File: src/rtl/fetch_stage.sv
// fetch_stage: program counter, next-PC select and IF/ID pipeline register with
// hazard controls, saturating stall/flush counters and a sticky misaligned-target flag.
module fetch_stage #(
   parameter logic [31:0] RESET_PC = 32'h0000_0000,
   parameter int          CNT_W    = 32
) (
   input  logic             CLK,
   input  logic             RST,
   input  logic             STALLF,
   input  logic             STALLD,
   input  logic             FLUSHD,
   input  logic             PCSRCE,
   input  logic [31:0]      PCTARGETE,
   input  logic [31:0]      INSTR_MEM_RDATA,
   output logic [31:0]      INSTR_MEM_ADDR,
   output logic [31:0]      PCF,
   output logic [31:0]      INSTRD,
   output logic [31:0]      PCD,
   output logic [31:0]      PCPLUS4D,
   output logic             VALIDD,
   output logic [CNT_W-1:0] STALL_CNT,
   output logic [CNT_W-1:0] FLUSH_CNT,
   output logic             MISALIGN_ERR
);
   localparam logic [31:0] NOP = 32'h0000_0013;
   logic [31:0]      pcf_q, pcf_d, instrd_q, instrd_d, pcd_q, pcd_d, pcplus4d_q, pcplus4d_d;
   logic [31:0]      pc_plus4;
   logic             validd_q, validd_d, misalign_q, misalign_d;
   logic [CNT_W-1:0] stall_cnt_q, stall_cnt_d, flush_cnt_q, flush_cnt_d;
   assign pc_plus4 = pcf_q + 32'd4;
   always_comb begin
      // a taken redirect wins over a fetch stall; a flush wins over a decode stall
      pcf_d       = PCSRCE ? {PCTARGETE[31:2], 2'b00} : STALLF ? pcf_q : pc_plus4;
      instrd_d    = FLUSHD ? NOP   : STALLD ? instrd_q   : INSTR_MEM_RDATA;
      pcd_d       = FLUSHD ? '0    : STALLD ? pcd_q      : pcf_q;
      pcplus4d_d  = FLUSHD ? '0    : STALLD ? pcplus4d_q : pc_plus4;
      validd_d    = FLUSHD ? 1'b0  : STALLD ? validd_q   : 1'b1;
      misalign_d  = misalign_q | (PCSRCE & (PCTARGETE[1:0] != 2'b00));
      stall_cnt_d = (STALLD && !FLUSHD && stall_cnt_q != '1) ? stall_cnt_q + CNT_W'(1) : stall_cnt_q;
      flush_cnt_d = (FLUSHD && flush_cnt_q != '1) ? flush_cnt_q + CNT_W'(1) : flush_cnt_q;
   end
   always_ff @(posedge CLK) begin
      if (RST) begin
         pcf_q       <= RESET_PC;
         instrd_q    <= NOP;
         pcd_q       <= '0;
         pcplus4d_q  <= '0;
         validd_q    <= 1'b0;
         misalign_q  <= 1'b0;
         stall_cnt_q <= '0;
         flush_cnt_q <= '0;
      end else begin
         pcf_q       <= pcf_d;
         instrd_q    <= instrd_d;
         pcd_q       <= pcd_d;
         pcplus4d_q  <= pcplus4d_d;
         validd_q    <= validd_d;
         misalign_q  <= misalign_d;
         stall_cnt_q <= stall_cnt_d;
         flush_cnt_q <= flush_cnt_d;
      end
   end
   assign INSTR_MEM_ADDR = pcf_q;
   assign PCF            = pcf_q;
   assign INSTRD         = instrd_q;
   assign PCD            = pcd_q;
   assign PCPLUS4D       = pcplus4d_q;
   assign VALIDD         = validd_q;
   assign STALL_CNT      = stall_cnt_q;
   assign FLUSH_CNT      = flush_cnt_q;
   assign MISALIGN_ERR   = misalign_q;
endmodule

File: config.mk
export PLATFORM = sky130hd
export DESIGN_NAME = fetch_stage
export DESIGN_NICKNAME = d
export VERILOG_FILES = /design/src/rtl/fetch_stage.sv
export SDC_FILE = /design/constraint.sdc
export NUM_CORES = 1
export LEC_CHECK = 0
export CORE_MARGIN = 2
export CORE_UTILIZATION = 46
export CTS_CLUSTER_SIZE = 10
export DETAILED_ROUTE_END_ITERATION = 8
export PLACE_DENSITY = 0.8
export RECOVER_POWER = 25
export SLEW_MARGIN = 25
export SYNTH_ARGS = -nofsm -noshare
export SYNTH_HDL_FRONTEND = slang
export SYNTH_SLANG_ARGS = --single-unit
File: constraint.sdc
create_clock -name CLK -period 2.8 [get_ports CLK]
set_input_delay 0.42 -clock CLK [delete_from_list [all_inputs] [get_ports CLK]]
set_output_delay 0.42 -clock CLK [all_outputs]
set_load 0.01 [all_outputs]
==> results.txt <==
The run finished with clean final reports. The clock tree root buffer cell is clkbuf_16. The CTS sink count is between 150 and 200. The count of H-tree levels built during CTS is 4. The slowest cell on the critical path is or2_1. At the later pin of the worst-skew pair, clock insertion delay measures roughly 0.43 ns. In the final routed layout, each cell accounts on average for 16.78 um.

The initial antenna violation count came out at 2. The largest voltage drop on the vdd net came out at 0.4200 mV. Of the available clock period, the critical path in the final layout requires between 80 and 90%. The total iterations of the first detailed-routing run is 5. The required time reported for the critical path endpoint is about 3.1 ns.

The final period demand of the worst path came out at between 2 and 2.5 ns. Measured in cells, the most critical reg-to-reg path has a length of 5. The synthesized area divided by synthesized cell count is ~8.6 um^2. The first global-routing pass estimated around 40000 um of wire. Traced cell by cell, the critical path runs through dlygate4sd3_1 -> clkbuf_1 -> or2_1 -> buf_12 -> nor2_1. The number of global-route vias before repair is 7588. For this block, the routed nets add up to around 26000 um of wire. The arrival time at the worst endpoint came out at ~2.7 ns.

The critical path capture point type is a flop. Of all nets on the critical path, the largest fanout is 43. The actual transition at the worst max-transition pin is roughly 1.1 ns.

STA classifies the critical path startpoint as an input pin. The total standard cell area after synthesis is approximately 8900 um^2. The total overflow left after global routing is 0. The die boundary width came out at 143.0 um.

The worst setup path is of the in2reg kind. The final number of setup-violating endpoints came out at 0. The TritonCTS clock tree is yes. The worst clock skew on the final layout came out at 0.01046 ns. The max-slew violation count is 0. In the routed layout, each cell is associated on average with a via count of between 5 and 6. After routing, the total negative slack on setup checks comes to 0 ns. The area growth from synthesis to layout came out at 38.87%. In this run, synthesis produced a sequential element count of between 150 and 200.

Detailed placement finished with a half-perimeter wire length of approximately 19000 um. The post-CTS setup buffer count is 0. The power density of the placed cells came out at between 400 and 500 nW/um^2.

The top flip-flop cell by instance count after synthesis is dfxtp_1. The timing-limited maximum frequency is between 400 and 500 MHz. The class of the worst hold path is in2reg.

TritonCTS created 17 clock buffers. The routed via count is slightly above 8000. The maximum buffer depth of the clock tree came out at 2. The worst max-slew margin expressed relative to the limit came out at 26.97%. The number of warnings printed during yosys synthesis came out at 0. The number of endpoints with negative hold slack in the final report is 0.

After clock tree synthesis, the flow added hold-fix buffers numbering 0. The first-iteration detailed-routing DRC count is slightly above 400. The overall global routing resource usage came out at 24.36%. The leakage power figure is about 4.7 nW.

The number of nets in the finished design is approximately 1300. The routability congestion estimate came out at 0.8500. The count of unique library cells instantiated by Yosys is 51. The number of max-cap violations came out at 0. The count of nets left with antenna violations once routing finished came out at 0.

Setup repair after global routing left no endpoint under its margin. The number of remaining DRC errors is 0. The effective utilization at floorplan is approximately 47%. In this design, the stage delay of the slowest critical-path cell is 0.88 ns. The fraction of the yosys area taken by sequential cells came out at 42.33%.

The cell count after synthesis came out at 1031. The largest net degree at the start of global routing is ~80. The vertical die dimension came out at about 140 um. The region available for standard cell placement spans between 15000 and 20000 um^2. The async set or reset register ratio after synthesis is 0%. The CTS clock-pin slew for the worst setup and hold paths is 0.07 ns. The number of rows created at floorplan is 50. After layout, the design draws a total of between 6 and 7 mW. The instance count along the most critical hold path is 2. The count of flip-flops with a built-in enable after synthesis came out at 0. The count of cells resized by post-cts repair came out at 0. The number of top-level design ports came out at between 200 and 300.

The die area came out at 20460 um^2. The count of input and output buffers came out at 287. The fraction of layout instances using a drive strength above 1 is approximately 5.5%.
worst max-delay path: cells and delay by family:
kind                   cells  cell delay, ns
buffers and inverters      3            1.29
and+or+nand+nor            2            0.96
metrics by stage:
step / cells / instance area (um^2) / setup slack [ns] / hold slack [ns] / util (%)
final: 1529 / 12350 / 0.3810 / 0.3859 / 65.57
after global routing: 1528 / 12340 / 0.2002 / 0.3935 / 65.55
after CTS: 1528 / 12360 / 0.4732 / 0.3773 / 65.63
after detailed placement: 1498 / 11750 / 0.3000 / 0.4451 / 62.37
after global placement: 1498 / 11750 / 0.3274 / 0.4332 / 62.37
after floorplan: 1038 / 8917 / 0.7994 / 0.4696 / -
layout make-up:
class / instances / area, um^2
multi-input cells: 724 / 4511
inverters: 14 / 52.55
fillers: 1605 / 6484
clock inverters: 9 / 133.9
diodes: 1 / 2.502
flip-flops and latches: 188 / 3764
clock buffers: 21 / 480.5
repair buffers: 312 / 3078
well taps: 260 / 325.3
report_power, final:
group	internal [mW]	switching [mW]	total, mW	leakage [nW]
logic	0.361	0.312	0.673	2.86
registers	2.75	0.0908	2.84	1.53
clock network	1.50	1.03	2.53	0.302
total	4.61	1.44	6.04	4.69
worst paths after layout:
path,from,to,slack (ns)
max reg2reg,FLUSH_CNT[17]$_SDFFE_PP0P_,FLUSH_CNT[23]$_SDFFE_PP0P_,0.47
min,RST,FLUSH_CNT[12]$_SDFFE_PP0P_,0.39
max,FLUSHD,INSTRD[7]$_SDFFE_PP0N_,0.38
min reg2reg,VALIDD$_SDFFE_PP0N_,VALIDD$_SDFFE_PP0N_,0.45
sequential cells by signal, summed over array words and instances, names as in the netlist:
register        count
FLUSH_CNT          32
INSTRD             32
INSTR_MEM_ADDR     30
MISALIGN_ERR        1
PCD                30
PCPLUS4D           30
STALL_CNT          32
VALIDD              1
synth_stat cells (all sizes together), types with 8 or more instances:
library cell  number  share of area [%]
a21oi             54                3.0
inv               14               0.59
nor2b             12               0.84
nor4               8               0.56
o21ai             38                2.2
and3               9               0.63
dfxtp            188                 42
or3                8               0.56
and4              15                1.5
nor3              15               0.90
a211oi            32                2.7
xnor2             38                3.7
and2               8               0.56
mux2i             69                7.8
buf               59                4.4
nor2             163                6.9
clkbuf            53                2.3
xor2              53                5.2
or4               10               0.84
nand4             48                3.5
nand3             39                2.2
nand2             50                2.1
cell usage in the layout (no fill, tap or decap), types with 4 or more instances in the layout:
cell type | synthesis | final
clkbuf_8 | 0 | 4
nand2b_1 | 5 | 5
a21oi_1 | 54 | 54
conb_1 | 1 | 8
inv_1 | 13 | 13
o211ai_1 | 4 | 4
clkdlybuf4s50_1 | 0 | 204
xor2_1 | 53 | 53
and2_1 | 8 | 8
dlygate4sd3_1 | 0 | 81
nand3_1 | 39 | 39
buf_4 | 38 | 20
o21ai_0 | 37 | 37
mux2i_1 | 69 | 69
and4_1 | 14 | 14
or4_1 | 10 | 10
dfxtp_1 | 188 | 188
nor2b_1 | 12 | 12
clkbuf_16 | 0 | 17
clkbuf_1 | 52 | 4
nor2_1 | 163 | 163
nand4_1 | 47 | 47
o31ai_1 | 4 | 4
mux2_2 | 5 | 5
nor4_1 | 8 | 8
a31o_2 | 6 | 6
nor3_1 | 14 | 14
a211oi_1 | 32 | 32
xnor2_1 | 38 | 38
and3_1 | 9 | 9
nand2_1 | 50 | 50
or3_1 | 8 | 8
kinds of logic (layout without fill, tap and decap cells):
logic type | count (synthesis) | after routing | synth area share [%]
compound gates | 149 | 149 | 10.25
xor+xnor | 91 | 91 | 8.964
fa+ha+maj | 3 | 3 | 0.4222
buf+inv | 126 | 356 | 7.233
flops | 188 | 188 | 42.33
mux | 74 | 74 | 8.401
other cells | 1 | 9 | 0.04218
simple gates | 399 | 399 | 22.36
metal layers:
layer / global-route usage [%] / vias to the layer above / wire, um
met4: 7.869 / 2 / 505
met2: 43.99 / 294 / 12890
li1: - / 4002 / -
met5: 0 / - / 13
met1: 27.95 / 3812 / 10230
met3: 6.338 / 34 / 2006
Note: power is estimated with default switching activity, not from simulation.
